[src/rtl/occf_pkg.sv]
// Shared definitions for the OCCF stream sink: fabric address codes, default
// widths, sink FSM states, the beat record and a small sizing helper.
package occf_pkg;

    // Default fabric widths
    localparam int c_ADDR_WIDTH = 4;
    localparam int c_DATA_WIDTH = 128;
    localparam int c_SEL_WIDTH  = c_DATA_WIDTH / 8;

    // Fabric address codes carried on snk_adr_i
    localparam logic [c_ADDR_WIDTH-1:0] c_ADR_DATA   = 4'h0;
    localparam logic [c_ADDR_WIDTH-1:0] c_ADR_OOB    = 4'h1;
    localparam logic [c_ADDR_WIDTH-1:0] c_ADR_STATUS = 4'h2;
    localparam logic [c_ADDR_WIDTH-1:0] c_ADR_USER   = 4'h3;

    // Sink packet-framing states
    typedef enum logic [1:0] {
        ST_IDLE       = 2'd0,
        ST_WAIT_FIRST = 2'd1,
        ST_HOLD       = 2'd2
    } sink_state_t;

    // One beat as stored in the output FIFO (default widths)
    typedef struct packed {
        logic [c_ADDR_WIDTH-1:0] adr;
        logic [c_DATA_WIDTH-1:0] dat;
        logic [c_SEL_WIDTH-1:0]  sel;
        logic                    sof;
        logic                    eof;
    } occf_beat_t;

    // Occupancy counter width: one extra bit so "full" is representable
    function automatic int f_cnt_width(input int depth);
        return $clog2(depth) + 1;
    endfunction

endpackage

[src/rtl/occf_sync_fifo.sv]
// First-word-fall-through synchronous FIFO. The head entry is visible on
// dout_o whenever the FIFO is not empty. Push while full is ignored unless a
// pop happens in the same cycle, so simultaneous push/pop never loses data.
module occf_sync_fifo
    import occf_pkg::*;
#(
    parameter int g_DEPTH         = 8,
    parameter int g_WIDTH         = 8,
    parameter int g_WITH_INFERRED = 1
) (
    input  logic                                clk_i,
    input  logic                                rst_i,
    input  logic                                push_i,
    input  logic [g_WIDTH-1:0]                  din_i,
    input  logic                                pop_i,
    output logic [g_WIDTH-1:0]                  dout_o,
    output logic                                empty_o,
    output logic                                full_o,
    output logic [f_cnt_width(g_DEPTH)-1:0]     count_o
);

    localparam int c_PW = $clog2(g_DEPTH);
    localparam int c_CW = f_cnt_width(g_DEPTH);

    logic [c_PW-1:0] wr_ptr_reg;
    logic [c_PW-1:0] rd_ptr_reg;
    logic [c_CW-1:0] count_reg;
    logic            do_push;
    logic            do_pop;

    assign empty_o = (count_reg == '0);
    assign full_o  = (count_reg == c_CW'(g_DEPTH));
    assign count_o = count_reg;
    assign do_pop  = pop_i && !empty_o;
    assign do_push = push_i && (!full_o || do_pop);

    // Pointer and occupancy bookkeeping; pointers wrap naturally (power-of-2 depth)
    always_ff @(posedge clk_i or posedge rst_i) begin
        if (rst_i) begin
            wr_ptr_reg <= '0;
            rd_ptr_reg <= '0;
            count_reg  <= '0;
        end else begin
            if (do_push) wr_ptr_reg <= wr_ptr_reg + 1'b1;
            if (do_pop)  rd_ptr_reg <= rd_ptr_reg + 1'b1;
            if (do_push && !do_pop)      count_reg <= count_reg + 1'b1;
            else if (!do_push && do_pop) count_reg <= count_reg - 1'b1;
        end
    end

    generate
        if (g_WITH_INFERRED != 0) begin : g_inferred
            logic [g_WIDTH-1:0] mem [g_DEPTH];

            // Storage array written on push; head read combinationally for FWFT
            always_ff @(posedge clk_i) begin
                if (do_push) mem[wr_ptr_reg] <= din_i;
            end

            assign dout_o = mem[rd_ptr_reg];
        end else begin : g_primitive
            logic [g_WIDTH-1:0] slot_reg [g_DEPTH];

            // Register-file storage standing in for the vendor FIFO macro
            always_ff @(posedge clk_i or posedge rst_i) begin
                if (rst_i) begin
                    for (int i = 0; i < g_DEPTH; i++) slot_reg[i] <= '0;
                end else if (do_push) begin
                    slot_reg[wr_ptr_reg] <= din_i;
                end
            end

            assign dout_o = slot_reg[rd_ptr_reg];
        end
    endgenerate

endmodule

[src/rtl/wb_occf_sink.sv]
// Pipelined Wishbone stream sink. Beats are framed into packets by cyc; the
// newest beat waits in a one-entry hold register so that its eof flag can be
// decided (next beat arrives -> eof=0, cyc drops -> eof=1) before it enters
// the output FIFO.
module wb_occf_sink
    import occf_pkg::*;
#(
    parameter int g_ADDR_WIDTH         = c_ADDR_WIDTH,
    parameter int g_DATA_WIDTH         = c_DATA_WIDTH,
    parameter int g_FIFO_DEPTH         = 8,
    parameter int g_WITH_FIFO_INFERRED = 1
) (
    input  logic                      clk_i,
    input  logic                      rst_n_i,
    input  logic [g_DATA_WIDTH-1:0]   snk_dat_i,
    input  logic [g_ADDR_WIDTH-1:0]   snk_adr_i,
    input  logic [g_DATA_WIDTH/8-1:0] snk_sel_i,
    input  logic                      snk_cyc_i,
    input  logic                      snk_stb_i,
    input  logic                      snk_we_i,
    output logic                      snk_stall_o,
    output logic                      snk_ack_o,
    output logic                      snk_err_o,
    output logic                      snk_rty_o,
    output logic [g_ADDR_WIDTH-1:0]   addr_o,
    output logic [g_DATA_WIDTH-1:0]   data_o,
    output logic [g_DATA_WIDTH/8-1:0] bytesel_o,
    output logic                      dvalid_o,
    output logic                      sof_o,
    output logic                      eof_o,
    input  logic                      dreq_i
);

    localparam int c_SEL_W     = g_DATA_WIDTH / 8;
    localparam int c_REC_W     = g_ADDR_WIDTH + g_DATA_WIDTH + c_SEL_W + 2;
    localparam int c_CNT_W     = f_cnt_width(g_FIFO_DEPTH);
    localparam int c_SEL_LSB   = 2;
    localparam int c_DAT_LSB   = c_SEL_LSB + c_SEL_W;
    localparam int c_ADR_LSB   = c_DAT_LSB + g_DATA_WIDTH;
    // Two slots kept free: one for the hold register flush, one in-flight beat
    localparam logic [c_CNT_W-1:0] c_STALL_LVL = c_CNT_W'(g_FIFO_DEPTH - 2);

    sink_state_t               state_reg;
    logic [g_ADDR_WIDTH-1:0]   hold_adr_reg;
    logic [g_DATA_WIDTH-1:0]   hold_dat_reg;
    logic [c_SEL_W-1:0]        hold_sel_reg;
    logic                      hold_sof_reg;
    logic                      stall_reg;
    logic                      ack_reg;
    logic                      err_reg;

    logic                      accept;
    logic                      beat_req;
    logic                      push;
    logic                      push_eof;
    logic                      pop;
    logic                      overflow;
    logic                      push_ok;
    logic [c_CNT_W-1:0]        cnt_next;
    logic [c_REC_W-1:0]        fifo_din;
    logic [c_REC_W-1:0]        fifo_dout;
    logic [c_REC_W-1:0]        head;
    logic                      fifo_empty;
    logic                      fifo_full;
    logic [c_CNT_W-1:0]        fifo_count;

    // Any strobe while not stalled is answered; only writes carry payload
    assign beat_req = snk_cyc_i && snk_stb_i && !stall_reg;
    assign accept   = beat_req && snk_we_i;

    // Held beat leaves when displaced by a new beat or when the cycle ends
    assign push     = (state_reg == ST_HOLD) && (accept || !snk_cyc_i);
    assign push_eof = !snk_cyc_i;
    assign fifo_din = {hold_adr_reg, hold_dat_reg, hold_sel_reg, hold_sof_reg, push_eof};

    assign pop      = dvalid_o;
    assign overflow = push && fifo_full && !pop;
    assign push_ok  = push && !overflow;

    // Occupancy after the coming edge, used to register the stall flag
    always_comb begin
        cnt_next = fifo_count;
        if (push_ok && !pop)      cnt_next = fifo_count + 1'b1;
        else if (!push_ok && pop) cnt_next = fifo_count - 1'b1;
    end

    occf_sync_fifo #(
        .g_DEPTH         (g_FIFO_DEPTH),
        .g_WIDTH         (c_REC_W),
        .g_WITH_INFERRED (g_WITH_FIFO_INFERRED)
    ) u_fifo (
        .clk_i   (clk_i),
        .rst_i   (rst_n_i),
        .push_i  (push),
        .din_i   (fifo_din),
        .pop_i   (pop),
        .dout_o  (fifo_dout),
        .empty_o (fifo_empty),
        .full_o  (fifo_full),
        .count_o (fifo_count)
    );

    // Packet framing FSM plus registered Wishbone responses
    always_ff @(posedge clk_i or posedge rst_n_i) begin
        if (rst_n_i) begin
            state_reg <= ST_IDLE;
            stall_reg <= 1'b1;
            ack_reg   <= 1'b0;
            err_reg   <= 1'b0;
        end else begin
            stall_reg <= (cnt_next >= c_STALL_LVL);
            ack_reg   <= beat_req && !overflow;
            err_reg   <= overflow;
            case (state_reg)
                ST_IDLE: begin
                    // A beat arriving together with the rising cyc opens the packet
                    if (accept)         state_reg <= ST_HOLD;
                    else if (snk_cyc_i) state_reg <= ST_WAIT_FIRST;
                end
                ST_WAIT_FIRST: begin
                    if (!snk_cyc_i)     state_reg <= ST_IDLE;
                    else if (accept)    state_reg <= ST_HOLD;
                end
                ST_HOLD: begin
                    if (!snk_cyc_i)     state_reg <= ST_IDLE;
                end
                default:                state_reg <= ST_IDLE;
            endcase
        end
    end

    // Hold register captures each accepted beat; first beat of a packet gets sof
    always_ff @(posedge clk_i or posedge rst_n_i) begin
        if (rst_n_i) begin
            hold_adr_reg <= '0;
            hold_dat_reg <= '0;
            hold_sel_reg <= '0;
            hold_sof_reg <= 1'b0;
        end else if (accept) begin
            hold_adr_reg <= snk_adr_i;
            hold_dat_reg <= snk_dat_i;
            hold_sel_reg <= snk_sel_i;
            hold_sof_reg <= (state_reg != ST_HOLD);
        end
    end

    assign head        = fifo_empty ? '0 : fifo_dout;
    assign dvalid_o    = !fifo_empty && dreq_i;
    assign addr_o      = head[c_ADR_LSB +: g_ADDR_WIDTH];
    assign data_o      = head[c_DAT_LSB +: g_DATA_WIDTH];
    assign bytesel_o   = head[c_SEL_LSB +: c_SEL_W];
    assign sof_o       = head[1];
    assign eof_o       = head[0];

    assign snk_stall_o = stall_reg;
    assign snk_ack_o   = ack_reg;
    assign snk_err_o   = err_reg;
    assign snk_rty_o   = 1'b0;

endmodule
[config.mk]
export PLATFORM = sky130hd
export DESIGN_NAME = wb_occf_sink
export DESIGN_NICKNAME = d
export VERILOG_FILES = /design/src/rtl/occf_pkg.sv /design/src/rtl/occf_sync_fifo.sv /design/src/rtl/wb_occf_sink.sv
export SDC_FILE = /design/constraint.sdc
export NUM_CORES = 1
export LEC_CHECK = 0
export CAP_MARGIN = 20
export CORE_ASPECT_RATIO = 1.4
export CORE_UTILIZATION = 50
export CTS_BUF_LIST = sky130_fd_sc_hd__clkbuf_8 sky130_fd_sc_hd__clkbuf_16
export DETAILED_ROUTE_END_ITERATION = 8
export PLACE_DENSITY = 0.69
export RECOVER_POWER = 25
export SLEW_MARGIN = 20
export SYNTH_ARGS = -nofsm -noshare
export SYNTH_HDL_FRONTEND = slang
export SYNTH_HIERARCHICAL = 1
export SYNTH_SLANG_ARGS = --single-unit
export TNS_END_PERCENT = 5
[constraint.sdc]
create_clock -name clk_i -period 26.5 [get_ports clk_i]
set_input_delay 5.3 -clock clk_i [delete_from_list [all_inputs] [get_ports clk_i]]
set_output_delay 5.3 -clock clk_i [all_outputs]
set_load 0.02 [all_outputs]
# After elaboration in Yosys (flattened, before gate mapping)
# Memory sizes are Yosys's and may differ from the RTL's.
# Index checks and enable logic that the tools add are counted.
[op_classes]
muxes = 13
eq_ne = 7
reduce_logical = 30
n_lt_le_gt_ge = 1
add_sub_neg = 4
[op_table]
columns = ["operator", "n"]
rows = [
  ["$mux 150", 1],
  ["$mux 4", 4],
  ["$logic_and 1x1->1", 15],
  ["$mux 2", 5],
  ["$logic_not 1->1", 9],
  ["$add 3x1->3 const B", 2],
  ["$ne 3x3->1 const B", 2],
  ["$pmux 2 s3", 1],
  ["$add 4x1->4 const B", 1],
  ["$eq 4x4->1 const B", 1],
  ["$ge 4x3->1 const B", 1],
  ["$logic_not 4->1", 1],
  ["$ne 2x2->1 const B", 2],
  ["$sub 4x1->4 const B", 1],
  ["$reduce_and 3->1", 1],
  ["$eq 2x1->1 const B", 1],
  ["$eq 2x2->1 const B", 1],
  ["$logic_not 2->1", 1],
  ["$logic_or 1x1->1", 2],
  ["$mux 1", 2],
  ["$reduce_bool 2->1", 1],
]
[word_totals]
input_bits = 154
regBits = 164
elab_cells = 67
ramBits = 1200
mem_count = 1
[mem_list]
columns = ["name", "depth", "word_bits", "read_ports", "rd_clocked_by_memory_dff", "wr", "line_no", "source"]
rows = [
  ["u_fifo.g_inferred.mem", 8, 150, 1, 0, 1, "occf_sync_fifo.sv:53", "logic [g_WIDTH-1:0] mem [g_DEPTH];"],
]

# Logic depth before layout (Yosys ltp)
# Gate-level depths: netlist of the first run.
[depth]
word_depth = 14
depth_mapped = 11
mapped_depth_nobuf = 11

# Hierarchy
# Netlist of the first run, hierarchy kept.
[modules_own_cells]
columns = ["module", "area_each_um2", "cells_each", "seq_area_each_um2", "n_inst"]
rows = [
  ["occf_sync_fifo", 46347.0, 1797, 36284.8, 1],
  ["wb_occf_sink", 7363.3, 525, 3854.9, 1],
]

# Worst setup path after synthesis of the first run
# Ideal clock, no wire load.
[synth_path]
kind = "input to register"
start = "in snk_stb_i"
end = "mem u_fifo/g_inferred.mem[0][0] (netlist name) (enable)"
n_path_buf = 0
arrival_time_ns = 20.013
setup_time_ns = 1.026
path_slack_ns = 5.461
stages = 4
cell_sequence = "nand3b_4 > a21oi_1 > o21ai_4 > nor4_1"
[synth_via]
elab_chain_len = 8
[synth_rtl]
columns = ["element", "line_no", "source"]
rows = [
  ["from (decl)", "wb_occf_sink.sv:19", "input logic snk_stb_i,"],
  ["$logic_and 1x1->1 (2 in a row)", "wb_occf_sink.sv:68", "assign beat_req = snk_cyc_i && snk_stb_i && !stall_reg;"],
  ["$logic_and 1x1->1", "wb_occf_sink.sv:69", "assign accept = beat_req && snk_we_i;"],
  ["$logic_or 1x1->1", "wb_occf_sink.sv:72", "assign push = (state_reg == ST_HOLD) && (accept || !snk_cyc_i);"],
  ["$logic_and 1x1->1", "wb_occf_sink.sv:72", ""],
  ["net push", "wb_occf_sink.sv:54", "logic push;"],
  ["$logic_and 1x1->1", "occf_sync_fifo.sv:35", "assign do_push = push_i && (!full_o || do_pop);"],
  ["$mux 1", "occf_sync_fifo.sv:57", "if (do_push) mem[wr_ptr_reg] <= din_i;"],
  ["$mux 1 (not written as such)", "occf_sync_fifo.sv:57", ""],
  ["to (decl)", "occf_sync_fifo.sv:53", ""],
]
# The timed path passes the listed nets, and every way through them passes these cells.

# Final worst setup path of the first run
[layout_path]
start = "in dreq_i"
end = "out dvalid_o"
[layout_via]
elab_chain_len = 1
[layout_rtl]
columns = ["element", "line_no", "source"]
rows = [
  ["from (decl)", "wb_occf_sink.sv:31", "input logic dreq_i"],
  ["$logic_and 1x1->1", "wb_occf_sink.sv:148", "assign dvalid_o = !fifo_empty && dreq_i;"],
  ["to (decl)", "wb_occf_sink.sv:28", "output logic dvalid_o,"],
]
# Every way passes these cells.

==> results.py, run 1 <==
metrics = {
    "layout": {
        "n_antenna_cell": 0,
        "drive_gt1_share_pct": 25.0,
        "nets": 2846,
        "mostFrequentLayoutCells": "edfxtp_1, clkdlybuf4s50_1, mux2_2, dfrtp_1, mux4_2",
        "area_growth_pct": 15.9,
        "largest_register_ffs": 1200,
        "layout_commonest_cell": "edfxtp_1",
        "fillers": 7556,
    },
    "critical_path": {
        "crit_path_end_kind": "primary output",
        "critPathKind": "in -> out",
        "arrival_ns": 6.80,
        "worstPathRequired_ns": 21.20,
        "critPathLaunchType": "primary input",
        "r2r_end": "u_fifo/g_inferred.mem[7][90]$_DFFE_PP_",
        "critPathMaxFanout": 8,
        "reg2reg_from": "u_fifo/count_o[0]$_DFFE_PP0P_",
        "reg2reg_slack_ns": 22.07,
        "rr_worst_depth": 8,
    },
    "routing": {
        "ant_nets": 0,
        "wl_met3_um": 5970,
        "drc": 0,
        "viasPerCell": 5.68,
        "drtPass1Iterations": 5,
        "wl_um": 113000,
        "route.met2.wl_um": 58300,
        "initialDrtViolationCount": 1661,
        "vias": 23954,
        "routedWlPerCell_um": 26.7,
        "dr.max_layer_used": "met5",
        "wl_met1_um": 45500,
    },
    "power_and_ir_drop": {
        "seqPwrFrac_pct": 44.5,
        "cellPowerDensity_mw_per_mm2": 112,
        "combPwrFrac_pct": 30.3,
        "pwr-share-clk_pct": 25.2,
        "p_leak_nw": 21.4,
        "power.internal_mw": 4.90,
        "p_sw_share_pct": 29.4,
        "ir_drop_mv": 0.0817,
        "switching_power_mw": 2.05,
    },
    "logic_synthesis": {
        "async_flop_share_pct": 12.0,
        "synth_seq_cells": 1364,
        "synth.distinct_cells": 52,
        "synth_nets": 2484,
        "synth_edf_count": 1200,
        "synth-warning-count": 6,
        "synthCells": 2322,
        "synth_flop_cell": "edfxtp_1",
        "syn_avg_cell_area_um2": 23.1,
        "ys_seq_area_share_pct": 74.7,
        "syn_area_mm2": 0.0537,
    },
    "global_route": {
        "antenna_found_initial": 11,
        "grt_usage_pct": 21.2,
        "grt_max_degree": 177,
        "grt_pass1_vias": 25882,
        "grt_pass1_wl_um": 167000,
        "grt_overflow": 0,
    },
    "timing": {
        "min_period_ns": 12.10,
        "period_share_pct": 45.6,
        "hold_viol_final": 0,
        "fmax_mhz": 82.7,
        "fin_ws_ns": 14.40,
        "skew_ns": 0.0261,
        "tns_ns": 0,
        "setup_viol": 0,
        "drv_slew": 0,
        "worst_pin_slew_ns": 1.12,
        "hold_slack_ns": 0.461,
        "rsz0062_at_grt": "false",
        "slew_headroom_pct": 25.5,
    },
    "min_path": {
        "hold_path.class": "reg -> reg",
        "hp-start": "state_reg[1]$_DFFE_PP0P_",
        "hold_end": "state_reg[0]$_DFFE_PP0P_",
        "hold_path_depth": 1,
    },
    "floorplan": {
        "dieArea_mm2": 0.109,
        "start_util_pct": 50.7,
        "io_pins": 309,
        "core_region_area_mm2": 0.106,
        "rows": 141,
        "die_x_um": 279,
        "die_h_um": 390,
    },
    "clock_tree": {
        "postCtsResizedCells": 0,
        "cts_root_buf": "clkbuf_16",
        "hold_buffers": 0,
        "cts_sinks": 1364,
        "cts_max_level": 4,
        "clk_path_buf_depth": 3,
        "cts_tree": "built",
        "clkTransAtPathRegs_ns": 0.06,
        "cts_made_buffers": 130,
        "post_cts.repair.setup_buffers": 0,
        "clk_latency_ns": 0.73,
    },
    "placement": {
        "place_congestion": 0.746,
        "dpl.hpwl_um": 57100,
        "post-place-ws_ns": 14.40,
        "numPortBuffers": 307,
    },
    "run_status": {
        "outcome": "finished, final reports clean",
    },
    "flow_run": {
        "drv_cap": 0,
    },
}
worst max path at each step:
| stage | start | slack (ns) | end |
|---|---|---|---|
| 2_1_floorplan | snk_stb_i | 5.46 | u_fifo/g_inferred.mem[0][0]$_DFFE_PP_ |
| 3_3_place_gp | dreq_i | 14.39 | dvalid_o |
| 3_5_place_dp | dreq_i | 14.40 | dvalid_o |
| 4_1_cts | dreq_i | 14.41 | dvalid_o |
| 5_1_grt | dreq_i | 14.33 | dvalid_o |
| 6_report | dreq_i | 14.40 | dvalid_o |
cell families (layout without fill, tap and decap cells):
kind of cell | after synthesis | count (layout) | synth area share, %
AOI/OAI and AO/OA | 19 | 19 | 0.303
xor gates and xnor gates | 6 | 6 | 0.0978
adders and majority gates | 8 | 8 | 0.200
buffers and inverters | 131 | 597 | 1.73
DFF | 1364 | 1364 | 74.7
muxes | 603 | 603 | 20.7
other | 1 | 1 | 0.00698
and+or+nand+nor | 190 | 190 | 2.19
power groups by stage:
stage                     clock, mW  sequential (mW)  combinational, mW
after floorplan                   0             2.99               1.49
after detailed placement          0             3.14               2.13
after global placement            0             3.10               2.11
final                          1.75             3.09               2.10
after CTS                      1.80             3.10               2.14
after global routing           1.88             3.15               2.23
worst max-delay path, cell delays in order:
cell	delay (ns)
clkdlybuf4s50_1	0.47
nand2b_1	0.09
inv_1	0.26
clkdlybuf4s50_1	0.68
routing by layer:
metal | vias to the layer above | GRT usage, %
li1 | 10376 | -
met1 | 12774 | 26.9
met2 | 595 | 36.3
met3 | 187 | 4.53
met4 | 22 | 6.87
met5 | - | 0
synthesized netlist by cell type (all sizes together) (5+ instances only):
cell type | number | area, um2
mux4 | 300 | 7320
or3 | 5 | 31.3
nor2b | 150 | 938
dfrtp | 163 | 4080
nand2 | 5 | 18.8
nor2 | 7 | 26.3
mux2 | 302 | 3810
clkbuf | 50 | 188
ha | 7 | 87.6
inv | 12 | 45.0
xnor2 | 5 | 43.8
nand2b | 5 | 31.3
edfxtp | 1200 | 36000
buf | 69 | 696
per-stage QoR:
step,instance area (um2),std cells,utilization [%],power [mW]
after floorplan,53700,2322,-,4.49
after global routing,62200,4218,58.7,7.25
after detailed placement,58200,3981,54.9,5.27
after global placement,58200,3981,54.9,5.21
final,62200,4218,58.7,6.95
after CTS,62200,4217,58.7,7.04
final cells by class:
| cell class | count | area [um2] | area share, % |
|---|---|---|---|
| clock buffers | 144 | 3480 | 5.59 |
| clock inverters | 92 | 571 | 0.917 |
| inverters | 12 | 52.6 | 0.0844 |
| multi-input cells | 827 | 12700 | 20.4 |
| flip-flops and latches | 1364 | 40200 | 64.5 |
| well taps | 1430 | 1790 | 2.87 |
| repair buffers | 349 | 3500 | 5.62 |
(Power assumes the default switching activity.)
==> inputs of run 2 (changes only) <==
==> constraint.sdc (replaced) <==
create_clock -name clk_i -period 12.6 [get_ports clk_i]
set_input_delay 2.52 -clock clk_i [delete_from_list [all_inputs] [get_ports clk_i]]
set_output_delay 2.52 -clock clk_i [all_outputs]
set_load 0.02 [all_outputs]
==> results.py, run 2 (synthesis gave the netlist of run 1 again) <==
metrics = {
    "timing": {
        "drv_slew": 0,
        "tns_ns": 0,
        "fmax_mhz": 132,
        "fin_ws_ns": 5.00,
        "skew_ns": 0.0236,
        "period_share_pct": 60.3,
        "rsz0062_at_grt": "false",
        "setup_viol": 0,
        "slew_headroom_pct": 23.6,
        "hold_viol_final": 0,
        "worst_pin_slew_ns": 1.15,
        "min_period_ns": 7.60,
    },
    "critical_path": {
        "critical-path-max-stage-delay_ns": 0.86,
        "cp_slowest_cell": "buf_4",
        "path_common_cell": "buf_4",
        "critPathKind": "reg -> out",
        "path_cells": "buf_4 > buf_4 > mux4_1 > mux2_2 > nor2b_1 > clkdlybuf4s50_1",
        "critPathMaxFanout": 54,
        "reg2reg_slack_ns": 8.21,
        "critPathLaunchType": "register",
        "crit_path_end_kind": "primary output",
        "worstPathRequired_ns": 10.08,
        "arrival_ns": 5.08,
    },
    "clock_tree": {
        "hold_buffers": 0,
        "clk_path_buf_depth": 3,
        "postCtsResizedCells": 0,
        "cts_max_level": 4,
        "clk_latency_ns": 0.75,
        "cts_tree": "built",
        "clkTransAtPathRegs_ns": 0.07,
        "cts_root_buf": "clkbuf_16",
        "cts_sinks": 1364,
        "post_cts.repair.setup_buffers": 0,
        "cts_made_buffers": 132,
    },
    "min_path": {
        "hold_path.class": "reg -> reg",
    },
    "layout": {
        "multi_input_area_mm2": 0.0127,
        "nets": 2844,
        "largest_register_ffs": 1200,
        "fillers": 7452,
        "area_growth_pct": 16.7,
        "drive_gt1_share_pct": 25.5,
        "seq_area_mm2": 0.0402,
        "mostFrequentLayoutCells": "edfxtp_1, clkdlybuf4s50_1, mux2_2, dfrtp_1, mux4_2",
        "layout_commonest_cell": "edfxtp_1",
    },
    "power_and_ir_drop": {
        "ir_drop_mv": 0.147,
        "p_leak_nw": 21.5,
        "total_power_mw": 15.0,
        "cellPowerDensity_mw_per_mm2": 239,
    },
    "global_route": {
        "top_usage_layer": "met2",
        "met3_usage_pct": 4.40,
        "grt_usage_pct": 21.3,
        "grt_pass1_vias": 26105,
        "grt_pass1_wl_um": 168000,
        "gr-usage-met1_pct": 25.9,
        "grt_overflow": 0,
        "grt_use_met2_pct": 37.8,
        "grt_max_degree": 117,
        "antenna_found_initial": 11,
    },
    "floorplan": {
        "start_util_pct": 50.7,
        "die_h_um": 390,
        "rows": 141,
        "dieArea_mm2": 0.109,
        "die_x_um": 279,
        "core_region_area_mm2": 0.106,
        "io_pins": 309,
    },
    "routing": {
        "drc": 0,
        "drtPass1Iterations": 7,
        "routedWlPerCell_um": 26.9,
        "viasPerCell": 5.70,
        "vias": 24061,
        "wl_um": 113000,
        "initialDrtViolationCount": 1567,
        "ant_nets": 0,
    },
    "placement": {
        "place_congestion": 0.713,
        "numPortBuffers": 307,
        "dpl.hpwl_um": 58300,
        "post-place-ws_ns": 5.61,
    },
    "run_status": {
        "outcome": "finished, final reports clean",
    },
    "flow_run": {
        "drv_cap": 0,
    },
}
-- run 2: cell types whose count changed in the layout (fill, tap and decap cells not counted) --
| cell | previous run | this run |
|---|---|---|
| nor4_2 | 2 | 1 |
| buf_12 | 7 | 8 |
| inv_1 | 47 | 34 |
| clkinv_8 | 0 | 4 |
| diode_2 | 0 | 1 |
| bufinv_16 | 5 | 17 |
| inv_8 | 2 | 1 |
| clkinvlp_4 | 2 | 5 |
| clkbuf_8 | 11 | 8 |
| buf_6 | 0 | 1 |
| buf_4 | 34 | 28 |
| clkbuf_16 | 133 | 137 |
| nor4_4 | 0 | 1 |
| clkinv_4 | 4 | 5 |
-- run 2: path summary, 6_finish.rpt --
kind	start	endpoint	cells after the start
min in group asynchronous	rst_n_i	u_fifo/wr_ptr_reg[0]$_DFFE_PP0P_	2
worst max-delay path	u_fifo/rd_ptr_reg[0]$_DFFE_PP0P_	data_o[65]	6
max in group asynchronous	rst_n_i	hold_dat_reg[98]$_DFFE_PP0P_	3
worst min register to register	state_reg[1]$_DFFE_PP0P_	state_reg[0]$_DFFE_PP0P_	1
worst max register to register	u_fifo/count_o[1]$_DFFE_PP0P_	u_fifo/g_inferred.mem[1][76]$_DFFE_PP_	8
worst min-delay path	state_reg[1]$_DFFE_PP0P_	state_reg[0]$_DFFE_PP0P_	1
-- run 2: per-stage QoR --
stage | hold slack, ns | cell area (um2) | util [%] | cells
6_report | 0.452 | 62700 | 59.1 | 4222
5_1_grt | 0.474 | 62700 | 59.1 | 4221
4_1_cts | 0.453 | 62700 | 59.1 | 4221
3_5_place_dp | 0.444 | 58200 | 54.9 | 3978
3_3_place_gp | 0.439 | 58200 | 54.8 | 3977
2_1_floorplan | 0.423 | 53700 | - | 2322
-- run 2: power breakdown --
group / total [mW] / internal, mW / switching, mW / leakage, nW
clock: 4.04 / 2.38 / 1.67 / 2.30
sequential: 6.48 / 5.82 / 0.664 / 12.8
combinational: 4.48 / 2.41 / 2.07 / 6.42
-- run 2: cell type report --
type / count / area share [%]
flip-flops and latches: 1364 / 64.0
multi-input cells: 827 / 20.3
clock buffers: 145 / 5.64
repair buffers: 345 / 5.55
well taps: 1430 / 2.85
clock inverters: 98 / 1.54
inverters: 12 / 0.0838
diodes: 1 / 0.00399
-- run 2: critical path, delay by kind of cell, from the launching register on --
| family | cells | cell delay (ns) |
|---|---|---|
| buf+inv | 3 | 2.25 |
| flops | 1 | 0.82 |
| mux | 2 | 0.93 |
| simple gates | 1 | 0.19 |
-- run 2: metal layers --
layer  part of all wire, %  up-vias  wire, um
met5                  0.13        -       144
met4                   2.4       20      2750
met3                   5.2      172      5880
met2                    53      601     60000
met1                    39    12876     44600
li1                      -    10392         -
==> inputs of run 3 (changes only) <==
--- a/config.mk
+++ b/config.mk
@@ -10,7 +10,7 @@
 export CORE_UTILIZATION = 50
 export CTS_BUF_LIST = sky130_fd_sc_hd__clkbuf_8 sky130_fd_sc_hd__clkbuf_16
 export DETAILED_ROUTE_END_ITERATION = 8
-export PLACE_DENSITY = 0.69
+export PLACE_DENSITY = 0.71
 export RECOVER_POWER = 25
 export SLEW_MARGIN = 20
 export SYNTH_ARGS = -nofsm -noshare
==> constraint.sdc (replaced) <==
create_clock -name clk_i -period 6.56 [get_ports clk_i]
set_input_delay 1.312 -clock clk_i [delete_from_list [all_inputs] [get_ports clk_i]]
set_output_delay 1.312 -clock clk_i [all_outputs]
set_load 0.02 [all_outputs]
==> results.py, run 3 (synthesis gave the netlist of run 1 again) <==
metrics = {
    "timing": {
        "slew_headroom_pct": 28.8,
        "setup_viol": 0,
        "min_period_ns": 5.27,
        "drv_slew": 0,
        "fmax_mhz": 190,
        "skew_ns": 0.0240,
        "worst_pin_slew_ns": 1.07,
        "hold_viol_final": 0,
        "period_share_pct": 80.4,
        "rsz0062_at_grt": "false",
    },
    "layout": {
        "fin_util_pct": 59.1,
        "seq_area_mm2": 0.0402,
        "area_growth_pct": 16.7,
        "layout_commonest_cell": "edfxtp_1",
        "nets": 2847,
        "drive_gt1_share_pct": 25.5,
        "multi_input_area_mm2": 0.0127,
        "fillers": 7428,
        "mostFrequentLayoutCells": "edfxtp_1, clkdlybuf4s50_1, mux2_2, dfrtp_1, mux4_2",
        "largest_register_ffs": 1200,
    },
    "placement": {
        "numPortBuffers": 307,
        "place_congestion": 0.710,
        "dpl.hpwl_um": 56600,
    },
    "clock_tree": {
        "cts_max_level": 4,
        "hold_buffers": 0,
        "post_cts.repair.setup_buffers": 0,
        "cts_tree": "built",
        "clk_path_buf_depth": 3,
        "cts_root_buf": "clkbuf_16",
        "clk_latency_ns": 0.74,
        "clkTransAtPathRegs_ns": 0.06,
        "cts_made_buffers": 131,
        "postCtsResizedCells": 0,
        "cts_sinks": 1364,
    },
    "critical_path": {
        "worstPathRequired_ns": 5.25,
        "arrival_ns": 3.96,
        "critPathKind": "reg -> out",
        "reg2reg_from": "u_fifo/count_o[0]$_DFFE_PP0P_",
        "critPathMaxFanout": 68,
        "critPathLaunchType": "register",
        "crit_start": "u_fifo/rd_ptr_reg[0]$_DFFE_PP0P_",
        "crit_path_end_kind": "primary output",
    },
    "routing": {
        "vias": 24253,
        "wl_um": 112000,
        "drc": 0,
        "ant_nets": 0,
        "routedWlPerCell_um": 26.4,
        "viasPerCell": 5.74,
        "drtPass1Iterations": 4,
        "initialDrtViolationCount": 1401,
    },
    "global_route": {
        "grt_overflow": 0,
        "grt_pass1_vias": 26178,
        "grt_pass1_wl_um": 166000,
        "grt_usage_pct": 20.9,
        "grt_max_degree": 116,
        "antenna_found_initial": 10,
    },
    "floorplan": {
        "io_pins": 309,
        "die_h_um": 390,
        "rows": 141,
        "core_region_area_mm2": 0.106,
        "dieArea_mm2": 0.109,
        "die_x_um": 279,
        "start_util_pct": 50.7,
    },
    "power_and_ir_drop": {
        "cellPowerDensity_mw_per_mm2": 454,
        "ir_drop_mv": 0.316,
        "total_power_mw": 28.5,
        "p_leak_nw": 21.5,
    },
    "min_path": {
        "hold_path.class": "reg -> reg",
        "hp-start": "state_reg[1]$_DFFE_PP0P_",
    },
    "flow_run": {
        "drv_cap": 0,
    },
    "run_status": {
        "outcome": "finished, final reports clean",
    },
}
-- run 3: path summary, 6_finish.rpt --
kind                                                      end  cells after the start  slack (ns)
worst max-delay path                               data_o[37]                      5        1.29
worst min-delay path                 state_reg[0]$_DFFE_PP0P_                      1        0.45
worst max register to register  u_fifo/count_o[3]$_DFFE_PP0P_                     12        2.50
worst min register to register       state_reg[0]$_DFFE_PP0P_                      1        0.45
max in group asynchronous        hold_dat_reg[33]$_DFFE_PP0P_                      3        4.30
min in group asynchronous       u_fifo/count_o[3]$_DFFE_PP0P_                      2        1.04
-- run 3: per-layer routing --
metal	wire length, um	share of wire, %	GRT usage (%)	vias to the layer above
met4	2570	2.3	6.64	16
li1	-	-	-	10391
met2	59600	53	37.4	607
met5	95	0.085	0	-
met1	43700	39	25.1	13065
met3	5740	5.1	4.68	174
-- run 3: worst max-delay path: stages (launching register included) --
cell	delay (ns)
dfrtp_4	0.94
buf_12	0.45
mux4_1	0.64
mux2_2	0.28
nor2b_1	0.15
clkdlybuf4s50_1	0.58
-- run 3: where the power goes --
group | total [mW] | internal, mW | switching [mW]
registers | 12.5 | 11.2 | 1.29
clock network | 7.38 | 4.23 | 3.15
logic | 8.63 | 4.69 | 3.95
-- run 3: cell type report --
class / count / share of cell area (%)
multi-input cells: 827 / 20.3
repair buffers: 349 / 5.84
diodes: 1 / 0.00399
inverters: 12 / 0.0838
clock buffers: 148 / 5.69
flip-flops and latches: 1364 / 64.0
well taps: 1430 / 2.85
clock inverters: 95 / 1.16
-- run 3: metrics by stage --
step	setup slack, ns	std cells	hold slack, ns	area, um2	TNS [ns]
floorplan	-2.18	2322	0.423	53800	-1977.25
CTS	1.21	4224	0.455	62700	0
detailed placement	2.04	3981	0.447	58400	0
global route	1.12	4225	0.471	62700	0
finish	1.29	4226	0.449	62700	0
global placement	2.07	3981	0.433	58400	0
